`config.mk`:
```
export PLATFORM = sky130hd
export DESIGN_NAME = filter_ctrl
export DESIGN_NICKNAME = d
export VERILOG_FILES = /design/src/rtl/filter_ctrl_pkg.sv /design/src/rtl/filter_ctrl_phase_cnt.sv /design/src/rtl/filter_ctrl.sv
export SDC_FILE = /design/constraint.sdc
export NUM_CORES = 1
export LEC_CHECK = 0
export ABC_AREA = 1
export CORE_MARGIN = 3
export CORE_UTILIZATION = 40
export DETAILED_ROUTE_END_ITERATION = 10
export PLACE_DENSITY = 0.69
export SLEW_MARGIN = 20
export SYNTH_ARGS = -nofsm -noshare
export SYNTH_HDL_FRONTEND = slang
export SYNTH_SLANG_ARGS = --single-unit
```
`constraint.sdc`:
```
create_clock -name clk -period 2.47 [get_ports clk]
set_clock_uncertainty 0.2 [all_clocks]
set_input_delay 0.494 -clock clk [delete_from_list [all_inputs] [get_ports clk]]
set_output_delay 0.494 -clock clk [all_outputs]
set_load 0.03 [all_outputs]
```
`src/rtl/filter_ctrl_pkg.sv`:
```
// filter_ctrl_pkg: state encoding and default parameter values for filter_ctrl.
package filter_ctrl_pkg;

  localparam int unsigned NB_INPUT_DEF    = 8;
  localparam int unsigned OV_SAMP_DEF     = 4;
  localparam int unsigned N_FLUSH_SYM_DEF = 6;
  localparam int unsigned NB_CNT_DEF      = 16;

  typedef enum logic [1:0] {
    IDLE  = 2'd0,
    RUN   = 2'd1,
    FLUSH = 2'd2
  } state_t;

endpackage

```
`src/rtl/filter_ctrl_phase_cnt.sv`:
```
// ov_phase_cnt: modulo-OV_SAMP polyphase counter. o_wrap is high on the
// enabled cycle whose edge takes the phase from OV_SAMP-1 back to 0.
module ov_phase_cnt
  import filter_ctrl_pkg::*;
#(
  parameter  int unsigned OV_SAMP = OV_SAMP_DEF,
  localparam int unsigned NB_PH   = $clog2(OV_SAMP)
) (
  input  logic             clk,
  input  logic             i_srst,
  input  logic             i_enb,
  input  logic             i_clr,
  output logic [NB_PH-1:0] o_phase,
  output logic             o_wrap
);

  localparam logic [NB_PH-1:0] LAST = NB_PH'(OV_SAMP - 1);

  logic [NB_PH-1:0] phase_q, phase_d;
  logic             at_last;

  assign at_last = (phase_q == LAST);
  assign o_wrap  = i_enb & ~i_clr & at_last;
  assign o_phase = phase_q;

  // next phase: clear wins, otherwise count modulo OV_SAMP when enabled
  always_comb begin
    phase_d = phase_q;
    if (i_clr) begin
      phase_d = '0;
    end else if (i_enb) begin
      phase_d = at_last ? '0 : phase_q + 1'b1;
    end
  end

  // phase register
  always_ff @(posedge clk) begin
    if (i_srst) phase_q <= '0;
    else        phase_q <= phase_d;
  end

endmodule

```
`src/rtl/filter_ctrl.sv`:
```
// filter_ctrl: paces symbols from an upstream source into a polyphase filter
// at one symbol per OV_SAMP clocks, then flushes N_FLUSH_SYM zero symbols.
// Optional macro FILTER_CTRL_STATS_EN adds the o_sym_count statistics port.
module filter_ctrl
  import filter_ctrl_pkg::*;
#(
  parameter  int unsigned NB_INPUT    = NB_INPUT_DEF,
  parameter  int unsigned OV_SAMP     = OV_SAMP_DEF,
  parameter  int unsigned N_FLUSH_SYM = N_FLUSH_SYM_DEF,
  parameter  int unsigned NB_CNT      = NB_CNT_DEF,
  localparam int unsigned NB_PH       = $clog2(OV_SAMP)
) (
  input  logic                clk,
  input  logic                i_srst,
  input  logic                i_enb,
  input  logic                i_start,
  input  logic                i_stop,
  input  logic [NB_INPUT-1:0] i_sym_data,
  input  logic                i_sym_valid,
  output logic                o_sym_ready,
  output logic [NB_INPUT-1:0] o_is_data,
  output logic                o_valid,
  output logic                o_enb,
  output logic [NB_PH-1:0]    o_phase,
  output logic                o_busy,
  output logic                o_done,
  output logic                o_underrun
`ifdef FILTER_CTRL_STATS_EN
  ,
  output logic [NB_CNT-1:0]   o_sym_count
`endif
);

  localparam int unsigned        FCW       = $clog2(N_FLUSH_SYM + 1);
  localparam logic [FCW-1:0]     FLUSH_END = FCW'(N_FLUSH_SYM - 1);

  if (OV_SAMP < 2 || N_FLUSH_SYM < 1 || NB_CNT < 1) begin : g_param_chk
    $error("filter_ctrl: illegal parameter set");
  end

  state_t                state_q, state_d;
  logic                  stop_pend_q, stop_pend_d;
  logic [FCW-1:0]        flush_cnt_q, flush_cnt_d;
  logic [NB_INPUT-1:0]   is_data_q, is_data_d;
  logic                  valid_q, valid_d;
  logic                  done_q, done_d;
  logic                  underrun_q, underrun_d;
`ifdef FILTER_CTRL_STATS_EN
  logic [NB_CNT-1:0]     cnt_q, cnt_d;
`endif

  logic [NB_PH-1:0]      phase;
  logic                  wrap;
  logic                  ph_zero;

  ov_phase_cnt #(
    .OV_SAMP (OV_SAMP)
  ) u_phase (
    .clk     (clk),
    .i_srst  (i_srst),
    .i_enb   (i_enb),
    .i_clr   (state_q == IDLE),
    .o_phase (phase),
    .o_wrap  (wrap)
  );

  assign ph_zero     = (phase == '0);
  assign o_sym_ready = (state_q == RUN) & ph_zero & i_enb;
  assign o_is_data   = is_data_q;
  // Pulses are held while frozen and only shown with i_enb, so a strobe
  // registered just before a freeze is delivered once the block resumes.
  assign o_valid     = valid_q & i_enb;
  assign o_done      = done_q & i_enb;
  assign o_busy      = (state_q != IDLE);
  assign o_enb       = o_busy & i_enb;
  assign o_phase     = phase;
  assign o_underrun  = underrun_q;
`ifdef FILTER_CTRL_STATS_EN
  assign o_sym_count = cnt_q;
`endif

  // sequencing: symbol issue, stop handling and flush countdown
  always_comb begin
    state_d     = state_q;
    stop_pend_d = stop_pend_q;
    flush_cnt_d = flush_cnt_q;
    is_data_d   = is_data_q;
    valid_d     = valid_q;
    done_d      = done_q;
    underrun_d  = underrun_q;
`ifdef FILTER_CTRL_STATS_EN
    cnt_d       = cnt_q;
`endif
    if (i_enb) begin
      valid_d = 1'b0;
      done_d  = 1'b0;
      unique case (state_q)
        IDLE: begin
          if (i_start) begin
            state_d     = RUN;
            stop_pend_d = 1'b0;
            flush_cnt_d = '0;
            underrun_d  = 1'b0;
`ifdef FILTER_CTRL_STATS_EN
            cnt_d       = '0;
`endif
          end
        end
        RUN: begin
          if (ph_zero) begin
            valid_d = 1'b1;
            if (i_sym_valid) begin
              is_data_d = i_sym_data;
`ifdef FILTER_CTRL_STATS_EN
              if (cnt_q != '1) cnt_d = cnt_q + 1'b1;
`endif
            end else begin
              is_data_d  = '0;
              underrun_d = 1'b1;
            end
          end
          if (i_stop) stop_pend_d = 1'b1;
          if (wrap && (stop_pend_q || i_stop)) begin
            state_d     = FLUSH;
            stop_pend_d = 1'b0;
            flush_cnt_d = '0;
          end
        end
        FLUSH: begin
          if (ph_zero) begin
            valid_d   = 1'b1;
            is_data_d = '0;
          end
          if (wrap) begin
            if (flush_cnt_q == FLUSH_END) begin
              state_d = IDLE;
              done_d  = 1'b1;
            end else begin
              flush_cnt_d = flush_cnt_q + 1'b1;
            end
          end
        end
        default: state_d = IDLE;
      endcase
    end
  end

  // control and output registers
  always_ff @(posedge clk) begin
    if (i_srst) begin
      state_q     <= IDLE;
      stop_pend_q <= 1'b0;
      flush_cnt_q <= '0;
      is_data_q   <= '0;
      valid_q     <= 1'b0;
      done_q      <= 1'b0;
      underrun_q  <= 1'b0;
`ifdef FILTER_CTRL_STATS_EN
      cnt_q       <= '0;
`endif
    end else begin
      state_q     <= state_d;
      stop_pend_q <= stop_pend_d;
      flush_cnt_q <= flush_cnt_d;
      is_data_q   <= is_data_d;
      valid_q     <= valid_d;
      done_q      <= done_d;
      underrun_q  <= underrun_d;
`ifdef FILTER_CTRL_STATS_EN
      cnt_q       <= cnt_d;
`endif
    end
  end

endmodule

```
==> reports/results.ini, run 1 <==
[setup_path]
worstSetupPathType=input pin to output pin
r2r-end=flush_cnt_q[1]
cp-start-kind=input pin
crit_path_end_kind=output pin
required_ns=1.78
worstPathArrival_ns=1.61
r2r_slack_ns=0.66
path_max_fanout=7
reg2reg_depth=11
r2r_start=state_q[0]

[synth]
synth_nets=158
synth_top_cell_area_share=0.371
synth_common_cells=22 x nand2_1, 22 x nor2_1, 19 x dfxtp_1
synth_compound_area_frac=0.178
synth_top_family_by_area=simple AND/OR/NAND/NOR gates
synthAdderAreaFrac=0.0977
synthFlopType=dfxtp_1
synth_cell_type_count=23
syn-cell-area_sq_um=1020
netlist.top_cell.by_area=dfxtp_1
synthCells=136
synth_edf_count=0
muxShareOfSynthArea=0
ys_async_sr_fraction=0
syn_avg_cell_area_sq_um=7.53
synth_warnings=0
synth-xor-area-share=0.00855
yosysSeqAreaShare=0.371
synthSimpleGateAreaFrac=0.258
synth_area_leaders=dfxtp_1 37%, ha_1 9.8%, nand2_1 8.1%, nor2_1 8.1%, a21oi_1 7.8%
synth-seq-cells=19

[clock_tree]
clk_latency_ns=0.30
cts_tree=yes
cts_setup_buffers=0
cts_buffer_depth=2
clk_pin_slew_ns=0.12
cts_buffers=3
cts.sinks=19
cts_max_level=1
clk_root_buffer_cell=clkbuf_4

[floorplanning]
io_pins=30
start_util=0.442
fp-row-count=17
die_x_um=56.6
die_area_sq_um=3210
die-height_um=56.6
coreArea_sq_um=2320

[global_route]
grt_first_pass_wirelength_um=3990
track_usage=0.154
grt_remaining_overflow=0
antenna_found_initial=0
grt_max_degree=14
grt_pass1_vias=976

[worst_hold_path]
min_path_type=flip-flop to flip-flop
min-delay-start=o_underrun
min_to=o_underrun
hold_depth=2

[sta]
clock.fmax_ghz=0.435
setup_viol=0
rsz0062_at_grt=false
hold_viol=0
period_minus_slack_ns=2.30
finalCritPeriodShare=0.931
drv_slew=0
totalNegativeSetupSlack_ns=0
fin_ws_ns=0.170
max_slew_margin=0.679
tightest_slew_ns=0.480

[drt]
post_drt_wl_per_cell_um=11.3
drc=0
wl_um=2230
routed-via-count=972
via_per_inst=4.91
final_antenna_net_count=0
dr.pass1.iters=4
dr.first_iter.drc_count=32

[placement]
pre_cts_ws_ns=0.170
port_buffers=29
gp_congestion=0.864
hpwl_um=1770

[run]
cap_violations=0

[layout]
layout-drive-gt1-share=0.112
area_growth_pct=33.9
diodes=0
fin_nets=193

[power]
power.leakage_uw=0.000594
powerDensity_nw_per_um2=527
peakVddDrop_uv=422

[status]
status=completed

==> power breakdown <==
part	internal (uW)	total [uW]	switching [uW]
Combinational	88.7	216	127
Clock	61.7	166	104
Sequential	328	342	13.4
Total	479	723	245
==> worst max-delay path by stage <==
stage                             startpoint           to  slack, ns  cells past startpoint
after global placement                 i_enb  o_sym_ready       0.19                      4
after floorplan           u_phase.o_phase[0]  o_sym_ready       0.57                      4
after CTS                              i_enb  o_sym_ready       0.16                      4
after detailed placement               i_enb  o_sym_ready       0.17                      4
after global routing                   i_enb  o_sym_ready       0.05                      4
final                                  i_enb  o_sym_ready       0.17                      4
==> worst max-delay path, stage by stage <==
cell             delay [ns]
clkdlybuf4s50_1        0.65
nand2_1                0.16
nor2_1                 0.13
buf_4                  0.17
==> final cells by class <==
class	instances	area, sq um
clock buffers	3	22.5
multi-input cells	96	556
well taps	28	35.0
flip-flops and latches	19	380
clock inverters	1	7.51
fillers	224	946
repair buffers	31	294
inverters	20	77.6
==> cell families after synthesis <==
| kind of cell | after synthesis |
|---|---|
| and+or+nand+nor | 57 |
| AOI/OAI and AO/OA | 30 |
| buffers and inverters | 21 |
| DFF | 19 |
| adders and majority gates | 8 |
| xor gates and xnor gates | 1 |
==> layout by cell type (no fill, tap or decap) <==
cell / netlist / routed
nor2_8: 1 / 1
nor2_1: 22 / 22
or2_2: 1 / 1
inv_4: 1 / 1
nand4_1: 1 / 1
nor3_1: 1 / 1
nand2_2: 1 / 1
ha_1: 8 / 8
dfxtp_1: 19 / 19
xnor2_1: 1 / 1
inv_1: 18 / 18
a21oi_4: 2 / 2
clkinvlp_4: 0 / 1
inv_2: 1 / 1
nand3_1: 6 / 6
dlygate4sd2_1: 0 / 1
nand3_4: 1 / 1
o21ai_0: 9 / 9
a211oi_1: 1 / 1
nand3b_1: 1 / 1
clkbuf_4: 0 / 3
nand2_1: 22 / 22
o21ai_2: 1 / 1
a2bb2oi_1: 1 / 1
buf_4: 0 / 6
a21oi_1: 16 / 16
clkdlybuf4s50_1: 0 / 24
==> flip-flops by register name, indices dropped and copies added (netlist names) <==
register         count
o_is_data            8
u_phase.o_phase      2
o_underrun           1
done_q               1
stop_pend_q          1
flush_cnt_q          3
state_q              2
valid_q              1
==> metal layers <==
metal / vias to the layer above / share of wire / wire length [um] / GRT usage
li1: 508 / - / - / -
met1: 425 / 0.43 / 968 / 0.168
met2: 37 / 0.46 / 1030 / 0.276
met3: 2 / 0.095 / 212 / 0.0713
met4: 0 / 0.0063 / 14 / 0.0237
met5: - / 0 / 0 / 0
==> repair_timing <==
action,in CTS,in global routing
hold buffers,0,0
setup endpoints to repair,1,0
resized for setup,1,0
==> through the flow <==
stage                     hold WS [ns]  instances   util  total power [uW]  area, sq um
after floorplan                  0.229        136      -               482         1020
after global placement           0.235        194  0.580               562         1340
after detailed placement         0.237        194  0.580               566         1340
after CTS                        0.257        198  0.592               730         1370
after global routing             0.279        198  0.592               769         1370
final                            0.254        198  0.592               723         1370
(Power assumes the default switching activity.)
==> run 2: changes to the inputs <==
Settings changed: GPL_TIMING_DRIVEN set to 0, HOLD_SLACK_MARGIN set to 0.1.
==> run 2 against run 1 <==
  * Cell area down 0.27%
  * Wire length up 0.27%
  * Core utilization down 0.16 points
  * Maximum frequency down 3.1%
==> reports/results.ini, run 2 (synthesis gave the netlist of run 1 again) <==
[clock_tree]
clk_pin_slew_ns=0.11  ; was 0.12 ns
cts_hold_buf=0  ; unchanged
cts.sinks=19  ; unchanged
clk_root_buffer_cell=clkbuf_4  ; unchanged
cts_buffers=3  ; unchanged
cts_tree=yes  ; unchanged
cts_max_level=1  ; unchanged
cts_buffer_depth=2  ; unchanged
clk_latency_ns=0.29  ; was 0.30 ns

[setup_path]
r2r_slack_ns=0.61  ; was 0.66 ns
r2r_start=state_q[0]  ; unchanged
r2r-end=flush_cnt_q[0]  ; was flush_cnt_q[1]
path_max_fanout=4  ; was 7
worstSetupPathType=flip-flop to output pin  ; was input pin to output pin
crit_path_end_kind=output pin  ; unchanged
reg2reg_depth=9  ; was 11
worstPathArrival_ns=1.68  ; was 1.61 ns
cp-start-kind=flip-flop  ; was input pin
required_ns=1.78  ; about the same

[drt]
via_per_inst=4.96  ; was 4.91
dr.pass1.iters=4  ; unchanged
final_antenna_net_count=0  ; unchanged
routed-via-count=977  ; was 972
post_drt_wl_per_cell_um=11.3  ; about the same
dr.first_iter.drc_count=29  ; was 32
drc=0  ; unchanged
wl_um=2230  ; about the same

[power]
peakVddDrop_uv=394  ; was 422 uV
powerDensity_nw_per_um2=519  ; was 527 nW/um^2
power.leakage_uw=0.000589  ; was 0.000594 uW

[global_route]
grt_remaining_overflow=0  ; unchanged
grt_max_degree=11  ; was 14
track_usage=0.152  ; was 0.154
grt_pass1_vias=930  ; was 976
grt_first_pass_wirelength_um=3910  ; was 3990 um
antenna_found_initial=0  ; unchanged

[floorplanning]
die-height_um=56.6  ; unchanged
die_area_sq_um=3210  ; unchanged
start_util=0.442  ; unchanged
io_pins=30  ; unchanged
coreArea_sq_um=2320  ; unchanged
die_x_um=56.6  ; unchanged
fp-row-count=17  ; unchanged

[sta]
clock.fmax_ghz=0.421  ; was 0.435 GHz
period_minus_slack_ns=2.37  ; was 2.30 ns
max_slew_margin=0.701  ; was 0.679
totalNegativeSetupSlack_ns=0  ; unchanged
rsz0062_at_grt=false  ; unchanged
drv_slew=0  ; unchanged
setup_viol=0  ; unchanged
fin_ws_ns=0.0959  ; was 0.170 ns
tightest_slew_ns=0.446  ; was 0.480 ns
finalCritPeriodShare=0.961  ; was 0.931
hold_viol=0  ; unchanged

[placement]
pre_cts_ws_ns=-0.362  ; was 0.170 ns
hpwl_um=1810  ; was 1770 um
gp_congestion=0.855  ; was 0.864
port_buffers=29  ; unchanged
dpl_cell_area_sq_um=1350  ; was 1340 sq um

[layout]
layout-drive-gt1-share=0.0828  ; was 0.112
stdcell_area_sq_um=1370  ; about the same
post-route-util=0.590  ; was 0.592
layout_common_cells=25 x clkdlybuf4s50_1, 22 x nand2_1, 22 x nor2_1  ; was 24 x clkdlybuf4s50_1, 22 x nand2_1, 22 x nor2_1
area_growth_pct=33.6  ; was 33.9%
final_common_cell=clkdlybuf4s50_1  ; unchanged
fin_nets=192  ; was 193
diodes=0  ; unchanged
largest_reg_flops=8  ; unchanged

[status]
status=completed  ; unchanged

[worst_hold_path]
min_to=o_underrun  ; unchanged
min-delay-start=o_underrun  ; unchanged
min_path_type=flip-flop to flip-flop  ; unchanged
hold_depth=2  ; unchanged

[run]
cap_violations=0  ; unchanged

==> run 2: stage by stage <==
step / hold slack [ns] / cells / total power, uW
floorplan: 0.229 / 136 / 482
global placement: 0.236 / 193 / 561
detailed placement: 0.240 / 193 / 564
CTS: 0.257 / 197 / 721
global route: 0.284 / 197 / 754
finish: 0.258 / 197 / 710
==> run 2: power by group <==
group | switching, uW | internal, uW
registers | 13.6 | 328
clock network | 94.7 | 62.7
logic | 126 | 85.0
total | 234 | 476
==> run 2: worst max path at each step <==
stage / to / cells after the start / start
2_1_floorplan: o_sym_ready / 4 / u_phase.o_phase[0]
3_3_place_gp: o_sym_ready / 4 / i_enb
3_5_place_dp: o_sym_ready / 4 / i_enb
4_1_cts: o_done / 4 / i_enb
5_1_grt: o_done / 4 / i_enb
6_report: o_enb / 4 / state_q[0]
==> run 2: cell type report <==
type / count / area, sq um
Buffer: 1 / 11.3
Clock buffer: 4 / 26.3
Fill cell: 220 / 950
Inverter: 20 / 77.6
Multi-Input combinational cell: 96 / 556
Sequential cell: 19 / 380
Tap cell: 28 / 35.0
Timing Repair Buffer: 29 / 283
==> run 2: per-layer routing <==
layer,routed length (um),track usage,share of wire
met4,20,0.0678,0.0090
met2,1040,0.249,0.46
met5,0,0,0
met1,936,0.169,0.42
met3,242,0.0644,0.11
==> run 2: what timing repair did <==
action,in CTS,in global routing
setup buffers,0,0
resized for setup,4,3
pin swaps,0,0
cloned,0,0
setup endpoints to repair,5,2
==> run 2: critical path, cell delays in order (launching register included) <==
cell and delay (ns):
dfxtp_1 0.42, inv_1 0.10, ha_1 0.31, nor2_8 0.16, dlygate4sd2_1 0.41
==> variant 1, RTL diff (config.mk and constraints of run 2) <==
Set the package constant `OV_SAMP_DEF` to 8 (it was 4).
--- a/src/rtl/filter_ctrl_pkg.sv
+++ b/src/rtl/filter_ctrl_pkg.sv
@@ -2,7 +2,7 @@
 package filter_ctrl_pkg;
 
   localparam int unsigned NB_INPUT_DEF    = 8;
-  localparam int unsigned OV_SAMP_DEF     = 4;
+  localparam int unsigned OV_SAMP_DEF     = 8;
   localparam int unsigned N_FLUSH_SYM_DEF = 6;
   localparam int unsigned NB_CNT_DEF      = 16;
 
Ports: changed (resized o_phase); port bits go from 30 to 31. The function was not compared with the original's and may differ.
==> variant 1 against run 2 <==
Register-to-register slack improved by 0.03 ns. Largest power group unchanged. Critical path depth unchanged. Routed wire length is 4.5% higher. Sequential cell count up 1. Setup slack better by 0.043 ns. Critical path type unchanged. Synthesized cell count up 7.4%. Power up 24%. Final area rose by 5.0%. Largest cell class unchanged. Synthesized area increased by 6.8%. Critical endpoint unchanged.
==> variant 1: results (changes against run 2) <==
status: "complete, no violations"
syn-num-nets: 169  # +7.0%
final_layout_size_suffix_gt1_frac: 0.118  # +0.0351
dp_cells: 205  # +6.2%
grt.total_usage: 0.159  # +0.00693
yosys-top-cells-area: "dfxtp_1 37%, ha_1 10%, nand2_1 8.2%, nor2_1 7.5%, a21oi_1 6.9%"
drt-total-wl_mm: 2.34  # +4.5%
grt_util_met1: 0.184  # +0.0153
grtUsageMet2: 0.274  # +0.0251
cpPeakStageDelay_ns: 0.42  # about the same
r2r_cells: 6  # -3
p_leak_nw: 0.647  # +9.8%
ys_seq_area_frac: 0.366  # -0.00547
holdPathStages: 2  # unchanged
met3_length_um: 155  # -36%
grtUsageMet3: 0.0329  # -0.0315
fin_nets: 203  # +5.7%
synth_xor_xnor_area_share: 0  # -0.00855
whs_endpoint: "u_phase.o_phase[0]"
whs_ns: 0.247  # -0.0109 ns
tightest_slew_ns: 0.485  # +0.0392 ns
dpl_worst_slack_ns: 0.128  # +0.490 ns
wl_met2_mm: 1.14  # +11%
hp-class: "input pin to flop"
synthAdderAreaFrac: 0.103  # +0.00518
worstReg2RegEnd: "o_is_data[6]"
ir_drop_mv: 0.459  # +16%
drt_iter0_markers: 17  # -41%
regToRegStartpoint: "state_q[1]"
grt_pass1_wl_mm: 4.17  # +6.7%
avgSynthCellArea_um2: 7.50  # -0.48%
hpwlAfterDp_mm: 1.88  # +3.8%
[variant 1: cell types whose count changed in the layout (fill, tap and decap cells not counted), sizes merged, moves of 2 or more]
| cell | delta |
|---|---|
| nand2 | +4 |
| nand4 | +2 |
| nand3 | -2 |
| o21ai | +2 |
| a21oi | -3 |
| inv | +5 |
[variant 1: kinds of logic after synthesis]
logic type,Yosys count
fa+ha+maj,9
simple gates,61
buf+inv,27
compound gates,29
flops,20
[variant 1: final cells by class]
class / instances / area [µm²]
fillers: 258 / 1110
inverters: 25 / 98.8
multi-input cells: 99 / 573
well taps: 30 / 37.5
flip-flops and latches: 20 / 400
repair buffers: 29 / 283
plain buffers: 2 / 22.5
clock buffers: 3 / 22.5
[variant 1: timing repair]
action,in CTS,in global routing
setup endpoints to repair,3,1
gates resized for setup,3,2
setup buffers,0,0
[variant 1: power breakdown]
group | leakage (nW) | internal [mW] | switching [mW]
registers | 0.163 | 0.359 | 0.0215
clock network | 0.0138 | 0.0568 | 0.0969
logic | 0.470 | 0.134 | 0.215
==> variant 2, RTL diff (config.mk and constraints of run 2) <==
Made on the original files. The 3 states of `state_t` get a one-hot encoding in 3 bits.
--- a/src/rtl/filter_ctrl_pkg.sv
+++ b/src/rtl/filter_ctrl_pkg.sv
@@ -6,10 +6,10 @@
   localparam int unsigned N_FLUSH_SYM_DEF = 6;
   localparam int unsigned NB_CNT_DEF      = 16;
 
-  typedef enum logic [1:0] {
-    IDLE  = 2'd0,
-    RUN   = 2'd1,
-    FLUSH = 2'd2
+  typedef enum logic [2:0] {
+    IDLE  = 3'b001,
+    RUN   = 3'b010,
+    FLUSH = 3'b100
   } state_t;
 
 endpackage
Formal check against the unedited RTL: same outputs for any inputs over 10 cycles, from zero or initial values and one cycle with i_srst high; not proved beyond that.
==> variant 2 against run 2 <==
Clock power up 25%. Final area up 6.0%. Synthesized cell count up 12%. Sequential cell count up 1. Non-clock buffer count unchanged. Synthesized area up 7.0%. Setup slack better by 0.019 ns. Routed wire length up 12%. Via count up 8.0%. Maximum frequency up 0.79%. Global-route usage up 2.1 points. Register-to-register slack better by 0.20 ns. Power up 24%. Critical path type unchanged. Critical endpoint is now o_busy.
==> variant 2: results (changes against run 2) <==
regToRegStartpoint: "flush_cnt_q[1]"
placed_area_um2: 1410  # +4.7%
whs_endpoint: "o_underrun"
fillers: 257  # +17%
dp_cells: 210  # +8.8%
drt-pass1-iter-count: 4  # unchanged
synth.top_cells.by_count: "23 x nand2_1, 23 x nor2_1, 20 x dfxtp_1"
layout.cells.non_filler: 214  # +8.6%
fin_nets: 203  # +5.7%
antenna_found_initial: 0  # unchanged
cpPeakStageDelay_ns: 0.70  # +0.28 ns
whs_ns: 0.271  # +0.0139 ns
grt_max_degree: 12  # +1
r2r_cells: 10  # +1
clk_latency_ns: 0.30
yosys-top-cells-area: "dfxtp_1 37%, nand2_1 7.9%, nor2_1 7.9%, inv_1 6.2%, a21oi_1 5.5%"
largest_reg_flops: 8  # unchanged
drt_iter0_markers: 33  # +14%
worstReg2RegEnd: "flush_cnt_q[2]"
syn_inst: 152  # +12%
htree_levels: 1  # unchanged
io_buffers: 28  # -3.4%
cp.arrival_ns: 1.66  # -0.02 ns
hpwlAfterDp_mm: 1.95  # +7.9%
status: "complete, no violations"
synthArstFlopShare: 0  # unchanged
area_growth_pct: 32.4
synthDistinctLibCells: 25  # +8.7%
hp-class: "flop to flop"
min_from: "o_underrun"
gp_congestion: 0.784  # -8.3%
grt_pass1_wl_mm: 4.62  # +18%
slew_headroom: 0.780  # +0.0783
cpMaxStageDelayCell: "clkdlybuf4s50_1"
grt_pass1_vias: 1159  # +25%
vias_per_cell: 4.93  # -0.59%
crit_family: "buffers and inverters"
p_leak_nw: 0.720  # +22%
final_layout_size_suffix_gt1_frac: 0.179  # +0.0965
routedWlPerCell_um: 11.7  # +3.4%
ir_drop_mv: 0.367  # -6.8%
syn_area_um2: 1100  # +7.0%
crit_fanout: 7  # +3
ys_seq_area_frac: 0.365  # -0.00589
r2r_slack_ns: 0.81  # +0.20 ns
grt.total_usage: 0.173  # +0.0212
dpl_worst_slack_ns: 0.204  # +0.566 ns
antennaDiodeCount: 0  # unchanged
syn-num-nets: 170  # +7.6%
cts_made_buffers: 3  # unchanged
## variant 2: power by group
part | switching [mW] | internal (mW)
clock network | 0.106 | 0.0900
logic | 0.189 | 0.118
registers | 0.0255 | 0.354
total | 0.320 | 0.562
## variant 2: area by class of cell
| type | instances | share of cell area |
|---|---|---|
| buffer | 2 | 0.0103 |
| clock buffer | 4 | 0.0250 |
| inverter | 27 | 0.0716 |
| multi-input combinational | 103 | 0.397 |
| sequential | 20 | 0.276 |
| tap | 30 | 0.0259 |
| timing repair buffer | 28 | 0.194 |
## variant 2: cells by family (layout without fill, tap and decap cells)
logic type      Yosys count  in the layout  share of synthesized area
xor+xnor                  1              1                    0.00799
buf+inv                  29             61                      0.108
fa+ha+maj                 4              4                     0.0457
flops                    20             20                      0.365
compound gates           23             23                      0.126
simple gates             75             75                      0.347
## variant 2: repair_timing
action	CTS	global route
buffers inserted	0	0
hold endpoints to repair	0	0
endpoints found under the setup margin	1	1
gates resized for setup	1	1
## variant 2: routing by layer
metal	GRT usage	part of all wire	vias up
li1	-	-	545
met1	0.193	0.43	482
met2	0.314	0.50	24
met3	0.0439	0.056	4
met4	0.0629	0.010	0
met5	0	0	-
## variant 2: how the worst max path moves through the flow
stage / slack (ns) / cells after the start / from / endpoint
3_5_place_dp: 0.20 / 6 / i_enb / o_sym_ready
3_3_place_gp: 0.22 / 6 / i_enb / o_sym_ready
2_1_floorplan: 0.66 / 6 / u_phase.o_phase[0] / o_sym_ready
5_1_grt: 0.005 / 3 / state_q[2] / o_busy
6_report: 0.11 / 3 / state_q[2] / o_busy
4_1_cts: 0.02 / 5 / state_q[2] / o_enb
